--- src/rtl/ntt_pkg.sv ---
// Shared constants, FSM state type and bit-reverse helper for the NTT twiddle blocks.
// Latency: n/a (declarations only).
// Backpressure: n/a.
package ntt_pkg;

  localparam int DEF_DATA_W  = 17;
  localparam int DEF_LOG_N   = 4;
  localparam int DEF_Q       = 65537;
  localparam int DEF_PSI     = 2;
  localparam int DEF_PSI_INV = 32769;

  // Widest index the bit-reverse helper handles.
  localparam int BITREV_MAX_W = 16;

  typedef enum logic [1:0] {
    IDLE  = 2'd0,
    GEN   = 2'd1,
    READY = 2'd2
  } state_t;

  // Reverse the low w bits of v; bits at and above w come back as zero.
  function automatic logic [BITREV_MAX_W-1:0] bitrev(input logic [BITREV_MAX_W-1:0] v,
                                                     input int w);
    logic [BITREV_MAX_W-1:0] r;
    r = '0;
    for (int i = 0; i < BITREV_MAX_W; i++) begin
      if (i < w) r[i] = v[w-1-i];
    end
    return r;
  endfunction

endpackage

--- src/rtl/twiddle_gen_mod_mul.sv ---
// Combinational modular multiply: p = (a*b) mod Q, product held at full 2*DATA_W width.
// Latency: 0 cycles (pure combinational).
// Backpressure: none; output follows inputs.
// Ports: a, b - operands below Q; p - reduced product, always below Q.
module mod_mul
  import ntt_pkg::*;
#(
  parameter int DATA_W = DEF_DATA_W,
  parameter int Q      = DEF_Q
) (
  input  logic [DATA_W-1:0] a,
  input  logic [DATA_W-1:0] b,
  output logic [DATA_W-1:0] p
);

  localparam int PW = 2 * DATA_W;
  localparam logic [PW-1:0] QW = PW'(Q);

  logic [PW-1:0] prod;

  assign prod = PW'(a) * PW'(b);
  // The remainder is below Q < 2^DATA_W, so dropping the upper half loses nothing.
  assign p    = DATA_W'(prod % QW);

endmodule

--- src/rtl/twiddle_gen.sv ---
// Twiddle table generator: fills N = 2^LOG_N entries with seed^k mod Q, then serves reads.
// Latency: N cycles from the start edge to done; reads return one cycle after rd_en.
// Backpressure: start ignored while generating; reads outside READY are dropped (rd_valid low).
// Ports: clk/rst (async active-high); start/inv request a table (inv picks PSI_INV);
//        busy/done/mode report status; rd_en/rd_addr -> rd_data/rd_valid is the read port.
// Build option TWIDDLE_BITREV_EN: reads return entry bitrev(rd_addr) instead of rd_addr.
module twiddle_gen
  import ntt_pkg::*;
#(
  parameter int DATA_W  = DEF_DATA_W,
  parameter int LOG_N   = DEF_LOG_N,
  parameter int Q       = DEF_Q,
  parameter int PSI     = DEF_PSI,
  parameter int PSI_INV = DEF_PSI_INV
) (
  input  logic              clk,
  input  logic              rst,
  input  logic              start,
  input  logic              inv,
  output logic              busy,
  output logic              done,
  output logic              mode,
  input  logic              rd_en,
  input  logic [LOG_N-1:0]  rd_addr,
  output logic [DATA_W-1:0] rd_data,
  output logic              rd_valid
);

  localparam int N = 1 << LOG_N;
  localparam logic [DATA_W-1:0] SEED_FWD = DATA_W'(PSI);
  localparam logic [DATA_W-1:0] SEED_INV = DATA_W'(PSI_INV);
  localparam logic [LOG_N-1:0]  K_LAST   = LOG_N'(N - 1);

  state_t            state, state_nxt;
  logic [DATA_W-1:0] acc, acc_mul, seed;
  logic [LOG_N-1:0]  k, raddr;
  logic              gen_last;
  logic [DATA_W-1:0] tbl [N];

  assign seed     = mode ? SEED_INV : SEED_FWD;
  assign gen_last = (k == K_LAST);
  assign busy     = (state == GEN);

`ifdef TWIDDLE_BITREV_EN
  assign raddr = LOG_N'(bitrev(BITREV_MAX_W'(rd_addr), LOG_N));
`else
  assign raddr = rd_addr;
`endif

  mod_mul #(
    .DATA_W (DATA_W),
    .Q      (Q)
  ) u_mul (
    .a (acc),
    .b (seed),
    .p (acc_mul)
  );

  always_comb begin
    state_nxt = state;
    case (state)
      IDLE, READY: if (start) state_nxt = GEN;
      GEN:         if (gen_last) state_nxt = READY;
      default:     state_nxt = IDLE;
    endcase
  end

  always_ff @(posedge clk or posedge rst) begin
    if (rst) state <= IDLE;
    else     state <= state_nxt;
  end

  always_ff @(posedge clk or posedge rst) begin
    if (rst) begin
      acc      <= '0;
      k        <= '0;
      mode     <= 1'b0;
      done     <= 1'b0;
      rd_data  <= '0;
      rd_valid <= 1'b0;
    end else begin
      done     <= 1'b0;
      rd_valid <= 1'b0;
      case (state)
        IDLE, READY: begin
          // A new start wins over a same-cycle read and drops the old table.
          if (start) begin
            mode <= inv;
            acc  <= DATA_W'(1);
            k    <= '0;
          end else if (state == READY && rd_en) begin
            rd_data  <= tbl[raddr];
            rd_valid <= 1'b1;
          end
        end
        GEN: begin
          acc <= acc_mul;
          k   <= k + 1'b1;
          if (gen_last) done <= 1'b1;
        end
        default: ;
      endcase
    end
  end

  // Table storage has no reset: it is never readable until a generation completes.
  always_ff @(posedge clk) begin
    if (state == GEN) tbl[k] <= acc;
  end

endmodule

--- config.mk ---
export PLATFORM = sky130hd
export DESIGN_NAME = twiddle_gen
export DESIGN_NICKNAME = d
export VERILOG_FILES = /design/src/rtl/ntt_pkg.sv /design/src/rtl/twiddle_gen_mod_mul.sv /design/src/rtl/twiddle_gen.sv
export SDC_FILE = /design/constraint.sdc
export NUM_CORES = 1
export LEC_CHECK = 0
export CAP_MARGIN = 20
export CORE_ASPECT_RATIO = 0.6
export CORE_UTILIZATION = 38
export DETAILED_ROUTE_END_ITERATION = 8
export GPL_TIMING_DRIVEN = 0
export SETUP_SLACK_MARGIN = 0.15
export SLEW_MARGIN = 20
export SYNTH_ARGS = -nofsm -noshare
export SYNTH_HDL_FRONTEND = slang
export SYNTH_SLANG_ARGS = --single-unit
--- constraint.sdc ---
create_clock -name clk -period 72.5 [get_ports clk]
set_input_delay 18.125 -clock clk [delete_from_list [all_inputs] [get_ports clk]]
set_output_delay 18.125 -clock clk [all_outputs]
set_load 0.02 [all_outputs]
==> results of run 1 <==
[worst reg2reg max path, delay by kind of cell (launching register included)]
kind | cells | cell delay, ps
fa+ha+maj | 6 | 1700
simple gates | 29 | 11270
buf+inv | 14 | 3720
compound gates | 26 | 9240
xor+xnor | 5 | 1370
mux | 3 | 1870
flops | 1 | 460
[through the flow]
| step | util [%] | cell area [um^2] | worst slack, ps |
|---|---|---|---|
| floorplan | - | 23600 | 49610 |
| global placement | 40.7 | 24900 | 44120 |
| detailed placement | 40.8 | 25000 | 43810 |
| CTS | 42.0 | 25700 | 43720 |
| global route | 42.0 | 25700 | 40980 |
| finish | 42.0 | 25700 | 42750 |
[cell usage in the layout (no fill, tap or decap), drive strengths merged, types with 35 or more instances in the layout]
master  count
nand4      37
inv        41
nor3       85
xnor2     121
mux2       35
clkbuf     91
a21oi     105
and3       39
nor2      180
dfrtp      43
edfxtp    272
and2       73
nand3      88
mux4       86
xor2       54
o21ai      99
nand2     173
mux2i      37
[sequential cells by signal, indices dropped and copies added (netlist names)]
name / cells
acc: 17
done: 1
k: 4
mode: 1
rd_data: 17
rd_valid: 1
state: 2
tbl: 272
[cell families after synthesis]
logic type | Yosys count | synth area share [%]
other | 1 | 0.0159
adders and majority gates | 31 | 1.64
xor gates and xnor gates | 175 | 6.69
and+or+nand+nor | 897 | 20.9
DFF | 315 | 39.1
AOI/OAI and AO/OA | 560 | 17.9
muxes | 158 | 11.4
buffers and inverters | 133 | 2.29
[metal layers]
metal / track usage (%) / vias to the layer above / share of wire [%]
met1: 39.3 / 10029 / 50
met4: 1.43 / 2 / 0.46
met2: 27.7 / 1137 / 36
li1: - / 9068 / -
met5: 0.920 / - / 0.11
met3: 6.33 / 38 / 13
[final timing paths]
path	from	to	slack (ps)	cells past startpoint
min in group asynchronous	rst	acc[14]	17970	2
worst min-delay path	state[1]	state[1]	500	1
max in group asynchronous	rst	rd_data[8]	53980	3
worst min register to register	state[1]	state[1]	500	1
worst max register to register	mode	acc[15]	42750	83
worst max-delay path	mode	acc[15]	42750	83
[area by class of cell]
cell class	count	area (um^2)
Buffer	92	392
Clock buffer	30	644
Clock inverter	13	110
Fill cell	5807	35500
Inverter	41	154
Multi-Input combinational cell	1826	13900
Sequential cell	315	9240
Tap cell	828	1040
Timing Repair Buffer	27	274
[cell usage after synthesis (22+ instances only)]
cell type / n
a211oi_1: 25
o211ai_1: 26
and2_1: 71
dfrtp_1: 43
a21o_1: 29
nand2_1: 173
o21ai_1: 34
mux4_2: 86
nand4_1: 35
xnor2_1: 118
mux2i_1: 36
nor4_1: 26
nor2_1: 178
edfxtp_1: 272
clkbuf_1: 58
nand2b_1: 22
o21ai_0: 61
and3_1: 39
ha_1: 27
mux2_2: 32
a31oi_1: 23
nor3_1: 76
xor2_1: 52
inv_1: 41
or3_1: 31
a21oi_1: 101
nand3_1: 85
==> summary.md, run 1 <==
| Metric | Value |
|---|---|
| Worst Path Buf+Inv | `14` |
| Routed vias | `~20000` |
| Max-cap violations | `0` |
| WL/cell | `roughly 23 um` |
| Synth area leader | `edfxtp_1` |
| Die Span X | `roughly 320 um` |
| Vias in the first global route | `18458` |
| Clock Root Buffer | `clkbuf_16` |
| Initial antenna violation count | `0` |
| IO Pins | `30` |
| Warnings, synthesis | `0` |
| Register area share after synthesis | `roughly two fifths` |
| Cell count after synthesis | `2270` |
| H-tree Lvls | `1` |
| Cell Count Post-Placement | `between 3000 and 4000` |
| Tot GR Track Use | `22.7%` |
| Die Span Y | `around 200 um` |
| Ranking of synthesized cells by area | `edfxtp_1 (35%), mux4_2 (8.2%), dfrtp_1 (4.6%)` |
| CP peak stage delay | `approximately 870 ps` |
| Period utilisation layout | `around 41%` |
| Share of post-route cells with drive strength above 1 | `between 10% and 20%` |
| Crit. End Element | `flip-flop` |
| Ant diodes | `0` |
| Final net count | `2364` |
| Post CTS Setup Buffer Count | `0` |
| Routed wire length | `between 70000 and 80000 um` |
| # hold bufs at CTS | `0` |
| CP most frequent cell | `clkbuf_1` |
| Synth Cell Area | `23600 um^2` |
| Relative slew slack | `approximately a quarter` |
| Core area | `approximately 61000 um^2` |
| Vias/cell | `about 6.4` |
| RSZ-0062 raised after global routing | `no` |
| Maximum clock insertion buffer count | `3` |
| Yosys reg bits | `around 320` |
| DRT Pass-1 Iters | `6` |
| Post-synth EDFFs | `around 270` |
| Layout Cells excl Fill | `3172` |
| Clk_lat worst skew | `540 ps` |
| Die area | `between 60000 and 70000 um^2` |
| Share of the synthesized area in the top cell type | `between 30% and 40%` |
| Clock Sinks | `315` |
| Fin. Hold Viols | `0` |
| # port buffers | `25` |
| Row cnt | `70` |
| Ys async rst share | `13.7%` |
| Crit Path Class | `flip-flop to flip-flop` |
| Netlist cell types | `about 130` |
| Outcome | `complete, no violations` |
| Detailed Place HPWL | `56500 um` |
| Average size of a mapped cell | `roughly 10 um^2` |
| Arr. time, crit path | `30180 ps` |
| Crit path time final | `between 20000 and 30000 ps` |
| Fin Clk Skew | `~18 ps` |
| Critical-path top delay cell | `mux2i_1` |
| Final-report max-slew violation count | `0` |
| CP Data Required Time | `72940 ps` |
| Global placement routability congestion | `~1` |
| Top delay family on crit path | `simple AND/OR/NAND/NOR gates` |
| Post-CTS resize count | `0` |
| Post-DRT Antenna Nets | `0` |
| Setup TNS | `0 ps` |
| CTS tree | `done` |
| Clock slew seen by the registers of the worst setup and hold paths | `~70 ps` |
| CTS Buf Count | `24` |
| Ys flop type | `edfxtp_1` |
| Largest net degree at the start of global routing | `25` |
| Startpoint Class | `flip-flop` |
| First-pass GRT wire length | `112000 um` |
| Worst-Margin Slew | `1120 ps` |
| Area Overhead vs Synth | `8.86%` |
| Final-report setup violation count | `0` |
| Initial core utilization | `around 39%` |
| WHS | `~500 ps` |
| Total DRC errors in the routed layout | `0` |
| Grt total ovfl | `0` |
| Worst min path class | `flip-flop to flip-flop` |
| Critical path fanouts, max | `10` |
| Initial DRC count | `about 2800` |
| Max Fclk | `33.6 MHz` |
Power of run 1 is left out: the tool's default activity adds up to more than one toggle a clock period on the data nets, which glitch-free logic cannot reach.
==> inputs of run 2 (changes only) <==
- clock period: 72.5 -> 29.1 ns (I/O delays scaled with it)
==> run 2 against run 1 <==
- fmax up 7.5%
- non-clock buffer count rose by 4
- utilization up 0.31 points
- global-route usage did not move
- clock skew down 3.4 ps
- die area stayed put
- critical path type unchanged
- clock-buffer cell count stayed put
==> summary.md, run 2 (synthesis gave the netlist of run 1 again) <==
| Metric | Value |
|---|---|
| First-pass GRT wire length | `112000 um (unchanged)` |
| # hold bufs at CTS | `0 (unchanged)` |
| Global placement routability congestion | `1.00 (unchanged)` |
| Core area | `61200 um^2 (unchanged)` |
| Clock slew seen by the registers of the worst setup and hold paths | `70 ps (about the same)` |
| Clk_lat worst skew | `530 ps (about the same)` |
| # port buffers | `25 (unchanged)` |
| Crit. End Element | `flip-flop` |
| Maximum clock insertion buffer count | `3 (unchanged)` |
| Setup TNS | `0 ps (unchanged)` |
| Area Overhead vs Synth | `9.66%` |
| DRT Pass-1 Iters | `5 (-1)` |
| Fill count | `5797 (-0.17%)` |
| Die Span Y | `195 um (unchanged)` |
| Initial antenna violation count | `0 (unchanged)` |
| RSZ-0062 raised after global routing | `no` |
| Max Fclk | `36.1 MHz (+7.5%)` |
| Total DRC errors in the routed layout | `0 (unchanged)` |
| Detailed Place HPWL | `56500 um (unchanged)` |
| Clock Sinks | `315 (unchanged)` |
| Max-cap violations | `0 (unchanged)` |
| CTS Buf Count | `24 (unchanged)` |
| Commonest non-fill, non-tap cell in the layout | `edfxtp_1` |
| H-tree Lvls | `1 (unchanged)` |
| Clock Root Buffer | `clkbuf_16` |
| Arr. time, crit path | `28110 ps (-2070 ps)` |
| Largest net degree at the start of global routing | `25 (unchanged)` |
| Post-DRT Antenna Nets | `0 (unchanged)` |
| Crit path time final | `27680 ps (-2070 ps)` |
| Share of post-route cells with drive strength above 1 | `13.2% (+0.83 points)` |
| Top flop regs | `tbl (272), acc (17), rd_data (17)` |
| Routed vias | `20218 (-0.28%)` |
| Vias in the first global route | `18458 (unchanged)` |
| Period utilisation layout | `95.1% (+54 points)` |
| Grt total ovfl | `0 (unchanged)` |
| Outcome | `complete, no violations` |
| Layer with the highest usage | `met1` |
| Final-report max-slew violation count | `0 (unchanged)` |
| Largest Register | `tbl` |
| Commonest non-fill, non-tap cells in the layout | `edfxtp_1 (272), nor2_1 (178), nand2_1 (173)` |
| CP Data Required Time | `29540 ps (-43400 ps)` |
| Vias/cell | `6.37 (-0.40%)` |
| WL/cell | `22.9 um (+0.16%)` |
| Final-report setup violation count | `0 (unchanged)` |
| Routed wire length | `72800 um (+0.28%)` |
| IO Pins | `30 (unchanged)` |
| Worst min path class | `flip-flop to flip-flop` |
| Met2 Use GR | `27.7% (unchanged)` |
| Initial core utilization | `38.6% (unchanged)` |
| Critical-path top delay cell | `a2111oi_2` |
| Ant diodes | `0 (unchanged)` |
| Final net count | `2368 (+0.17%)` |
| Tot GR Track Use | `22.7% (unchanged)` |
| Max reg flops | `272 (unchanged)` |
| Die Span X | `324 um (unchanged)` |
| Crit Path Class | `flip-flop to flip-flop` |
| CTS tree | `done` |
| Initial DRC count | `2633 (-5.1%)` |
| Row cnt | `70 (unchanged)` |
| Critical path fanouts, max | `19 (+9)` |
| Relative slew slack | `22.8% (-2.1 points)` |
| M3 GR Usage | `6.33% (unchanged)` |
| Startpoint Class | `flip-flop` |
| CP peak stage delay | `650 ps (-220 ps)` |
| Worst-Margin Slew | `1160 ps (+41.2 ps)` |
| GR Util met1 | `39.3% (unchanged)` |
| Fin Clk Skew | `14.5 ps (-3.42 ps)` |
| Fin. Hold Viols | `0 (unchanged)` |
| Die area | `63200 um^2 (unchanged)` |
run 2: cell count changes in the layout (fill, tap and decap cells not counted), sizes merged:
cell and delta:
buf +4
run 2: final timing paths:
| kind | endpoint | slack, ps | cells after the start | from |
|---|---|---|---|---|
| min in group asynchronous | acc[14] | 7120 | 2 | rst |
| max reg2reg | acc[15] | 1420 | 84 | mode |
| max | acc[15] | 1420 | 84 | mode |
| min reg2reg | state[1] | 500 | 1 | state[1] |
| max in group asynchronous | rd_data[6] | 21440 | 3 | rst |
| min | state[1] | 500 | 1 | state[1] |
run 2: cell type report:
type	count	area (um^2)	area share, %
buffer	91	389	1.50
multi-input combinational	1826	14000	54.1
tap	828	1040	4.00
clock inverter	13	110	0.425
inverter	41	154	0.594
clock buffer	30	644	2.49
timing repair buffer	32	312	1.20
sequential	315	9240	35.7
run 2: through the flow:
step                      std cells  instance area, um^2  util (%)  worst slack, ps  hold WS [ps]
after floorplan                2274                23600         -             6210           455
after global placement         3127                24900      40.7              722           481
after detailed placement       3129                25000      40.8              410           480
after CTS                      3172                25700      42.0              324           497
after global routing           3176                25900      42.3              145           520
final                          3176                25900      42.3             1420           496
run 2: per-layer routing:
metal,part of all wire (%),vias up
met1,50,9963
met2,36,1125
met4,0.47,2
li1,-,9074
met5,0.11,-
met3,13,54
run 2: what timing repair did:
item,4_1_cts,5_1_grt
resized for setup,0,23
endpoints found under the setup margin,0,17
setup buffers,0,5
run 2: worst max-delay path: cells and delay by family (launching register included):
kind                       cells  cell delay, ps
muxes                          5            2020
AOI/OAI and AO/OA             28            8860
buffers and inverters         15            3360
adders and majority gates      6            1670
and+or+nand+nor               24            9400
DFF                            1             450
xor gates and xnor gates       6            1740
Power of run 2 is left out for the same reason.
==> inputs of run 3 (changes only) <==
- GPL_TIMING_DRIVEN: 0 -> unset
- PLACE_DENSITY: unset -> 0.65
==> run 3 against run 2 <==
- register-to-register slack better by 510 ps
- worst hold slack worse by 5.3 ps
- die area unchanged
- largest cell class unchanged
- critical path depth down 11
- via count about the same
- sequential cell count unchanged
- highest routed layer is now met4
- fmax up 1.9%
- critical endpoint unchanged
- non-clock buffer count down 60
- utilization down 0.55 points
- clock skew up 5.7 ps
==> summary.md, run 3 (synthesis gave the netlist of run 1 again) <==
| Metric | Value |
|---|---|
| Worst min path class | `flip-flop to flip-flop` |
| Initial antenna violation count | `0 (unchanged)` |
| DR WL met3 | `10000 um (+6.4%)` |
| DRT Pass-1 Iters | `7 (+2)` |
| Cell Count Post-Placement | `3072 (-1.8%)` |
| Commonest non-fill, non-tap cell in the layout | `edfxtp_1` |
| Layout Cells excl Fill | `3116 (-1.9%)` |
| Max Used Layer | `met4` |
| Routed vias | `20221 (+0.015%)` |
| Die Span Y | `195 um (unchanged)` |
| Die area | `63200 um^2 (unchanged)` |
| Cell area after layout | `25600 um^2 (-1.3%)` |
| Post-layout util | `41.8% (-0.55 points)` |
| Metal2 WL | `27300 um (+3.8%)` |
| # port buffers | `29 (+16%)` |
| Clk_lat worst skew | `550 ps (+20 ps)` |
| Clock Root Buffer | `clkbuf_16` |
| Worst hold stages | `1 (unchanged)` |
| Final-report setup violation count | `0 (unchanged)` |
| Global placement routability congestion | `0.991 (-1.1%)` |
| Initial DRC count | `2803 (+6.5%)` |
| Share of post-route cells with drive strength above 1 | `13.2% (-0.047 points)` |
| Vias/cell | `6.49 (+1.9%)` |
| Final-report max-slew violation count | `0 (unchanged)` |
| DP Area | `24800 um^2 (-0.55%)` |
| Period utilisation layout | `93.4% (-1.7 points)` |
| Worst hold path startpoint | `state[1]` |
| Largest net degree at the start of global routing | `69 (+180%)` |
| Area Overhead vs Synth | `8.24%` |
| RR Endpoint | `acc[15]` |
| Maximum clock insertion buffer count | `3 (unchanged)` |
| Crit path time final | `27170 ps (-508 ps)` |
| Post-DRT Antenna Nets | `0 (unchanged)` |
| Relative slew slack | `22.8% (about the same)` |
| Outcome | `complete, no violations` |
| Detailed Place HPWL | `55000 um (-2.7%)` |
| RSZ-0062 raised after global routing | `no` |
| Clock Sinks | `315 (unchanged)` |
| First-pass GRT wire length | `112000 um (+0.14%)` |
| Clock slew seen by the registers of the worst setup and hold paths | `80 ps (about the same)` |
| Worst-Margin Slew | `1160 ps (+0.00301 ps)` |
| Cells on worst reg2reg path | `73 (-13%)` |
| Startpoint Class | `flip-flop` |
| Met1 wire length | `35600 um (-2.7%)` |
| Ant diodes | `0 (unchanged)` |
| Core area | `61200 um^2 (unchanged)` |
| Max-cap violations | `0 (unchanged)` |
| Die Span X | `324 um (unchanged)` |
| Hold Path Sink | `state[1]` |
| Routed wire length | `73600 um (+1.2%)` |
| IO Pins | `30 (unchanged)` |
| Top delay family on crit path | `compound AO/OA/AOI/OAI gates` |
| Top flop regs | `tbl (272), acc (17), rd_data (17)` |
| Initial core utilization | `38.6% (unchanged)` |
| Crit Path Class | `flip-flop to flip-flop` |
| Crit. End Element | `flip-flop` |
| Grt total ovfl | `0 (unchanged)` |
| Setup TNS | `0 ps (unchanged)` |
| H-tree Lvls | `1 (unchanged)` |
| Max Fclk | `36.8 MHz (+1.9%)` |
| CP peak stage delay | `800 ps (+150 ps)` |
| Commonest non-fill, non-tap cells in the layout | `edfxtp_1 (272), nor2_1 (177), nand2_1 (173)` |
| Worst r2r src | `mode` |
| CTS Buf Count | `24 (unchanged)` |
| Vias in the first global route | `18315 (-0.77%)` |
| Tot GR Track Use | `22.9% (+0.14 points)` |
| Max reg flops | `272 (unchanged)` |
| Fin. Hold Viols | `0 (unchanged)` |
| CP Data Required Time | `29530 ps (about the same)` |
| Total DRC errors in the routed layout | `0 (unchanged)` |
| R2R Setup Slk | `1930 ps (+510 ps)` |
| WL/cell | `23.6 um (+3.1%)` |
| Critical-path top delay cell | `or4_1` |
| Row cnt | `70 (unchanged)` |
| Final net count | `2308 (-2.5%)` |
| Fin Clk Skew | `20.2 ps (+5.66 ps)` |
| Worst Path Buf+Inv | `4 (-11)` |
| Critical path fanouts, max | `23 (+4)` |
| Arr. time, crit path | `27600 ps (-510 ps)` |
| Largest Register | `tbl` |
| CTS tree | `done` |
## run 3: changes by cell type in the layout (fill, tap and decap cells not counted), moves of 3 or more
cell      previous run  this run
clkbuf_1            61         9
buf_4                9        33
buf_2               15         1
buf_1               11         1
clkbuf_2             5         0
clkinv_1             6         3
## run 3: per-stage QoR
step                hold slack (ps)  worst slack, ps
floorplan                       455             6210
global placement                472             2720
global route                    515              178
CTS                             493             2610
detailed placement              476             2700
finish                          491             1930
## run 3: cell type report
| type | instances | area, um^2 |
|---|---|---|
| sequential | 315 | 9250 |
| tap | 828 | 1040 |
| timing repair buffer | 63 | 542 |
| clock inverter | 8 | 36.3 |
| multi-input combinational | 1826 | 13900 |
| fill | 5759 | 35600 |
| inverter | 41 | 154 |
| clock buffer | 35 | 673 |
## run 3: worst register-to-register path: cells and delay by family, from the launching register on
family | cells | cell delay [ps]
buffers and inverters | 4 | 530
and+or+nand+nor | 26 | 10330
adders and majority gates | 6 | 1800
muxes | 2 | 870
AOI/OAI and AO/OA | 28 | 10330
DFF | 1 | 780
xor gates and xnor gates | 7 | 2380
## run 3: worst max path at each step
stage,start,end,slack (ps),cells after the start
6_report,mode,acc[15],1930,73
5_1_grt,mode,acc[15],180,72
4_1_cts,mode,acc[15],2610,72
3_5_place_dp,mode,acc[15],2700,72
3_3_place_gp,mode,acc[15],2720,73
2_1_floorplan,mode,acc[15],6210,84
## run 3: timing repair
| item | in CTS | in global routing |
|---|---|---|
| setup endpoints to repair | 0 | 10 |
| setup buffers | 0 | 0 |
| resized for setup | 0 | 2 |
| hold buffers | 0 | 0 |
## run 3: metal layers
metal	vias up	track usage, %
met2	1253	28.2
met1	9963	37.9
met3	50	7.75
li1	8955	-
met5	-	0
met4	0	2.64
Power of run 3 is left out for the same reason.
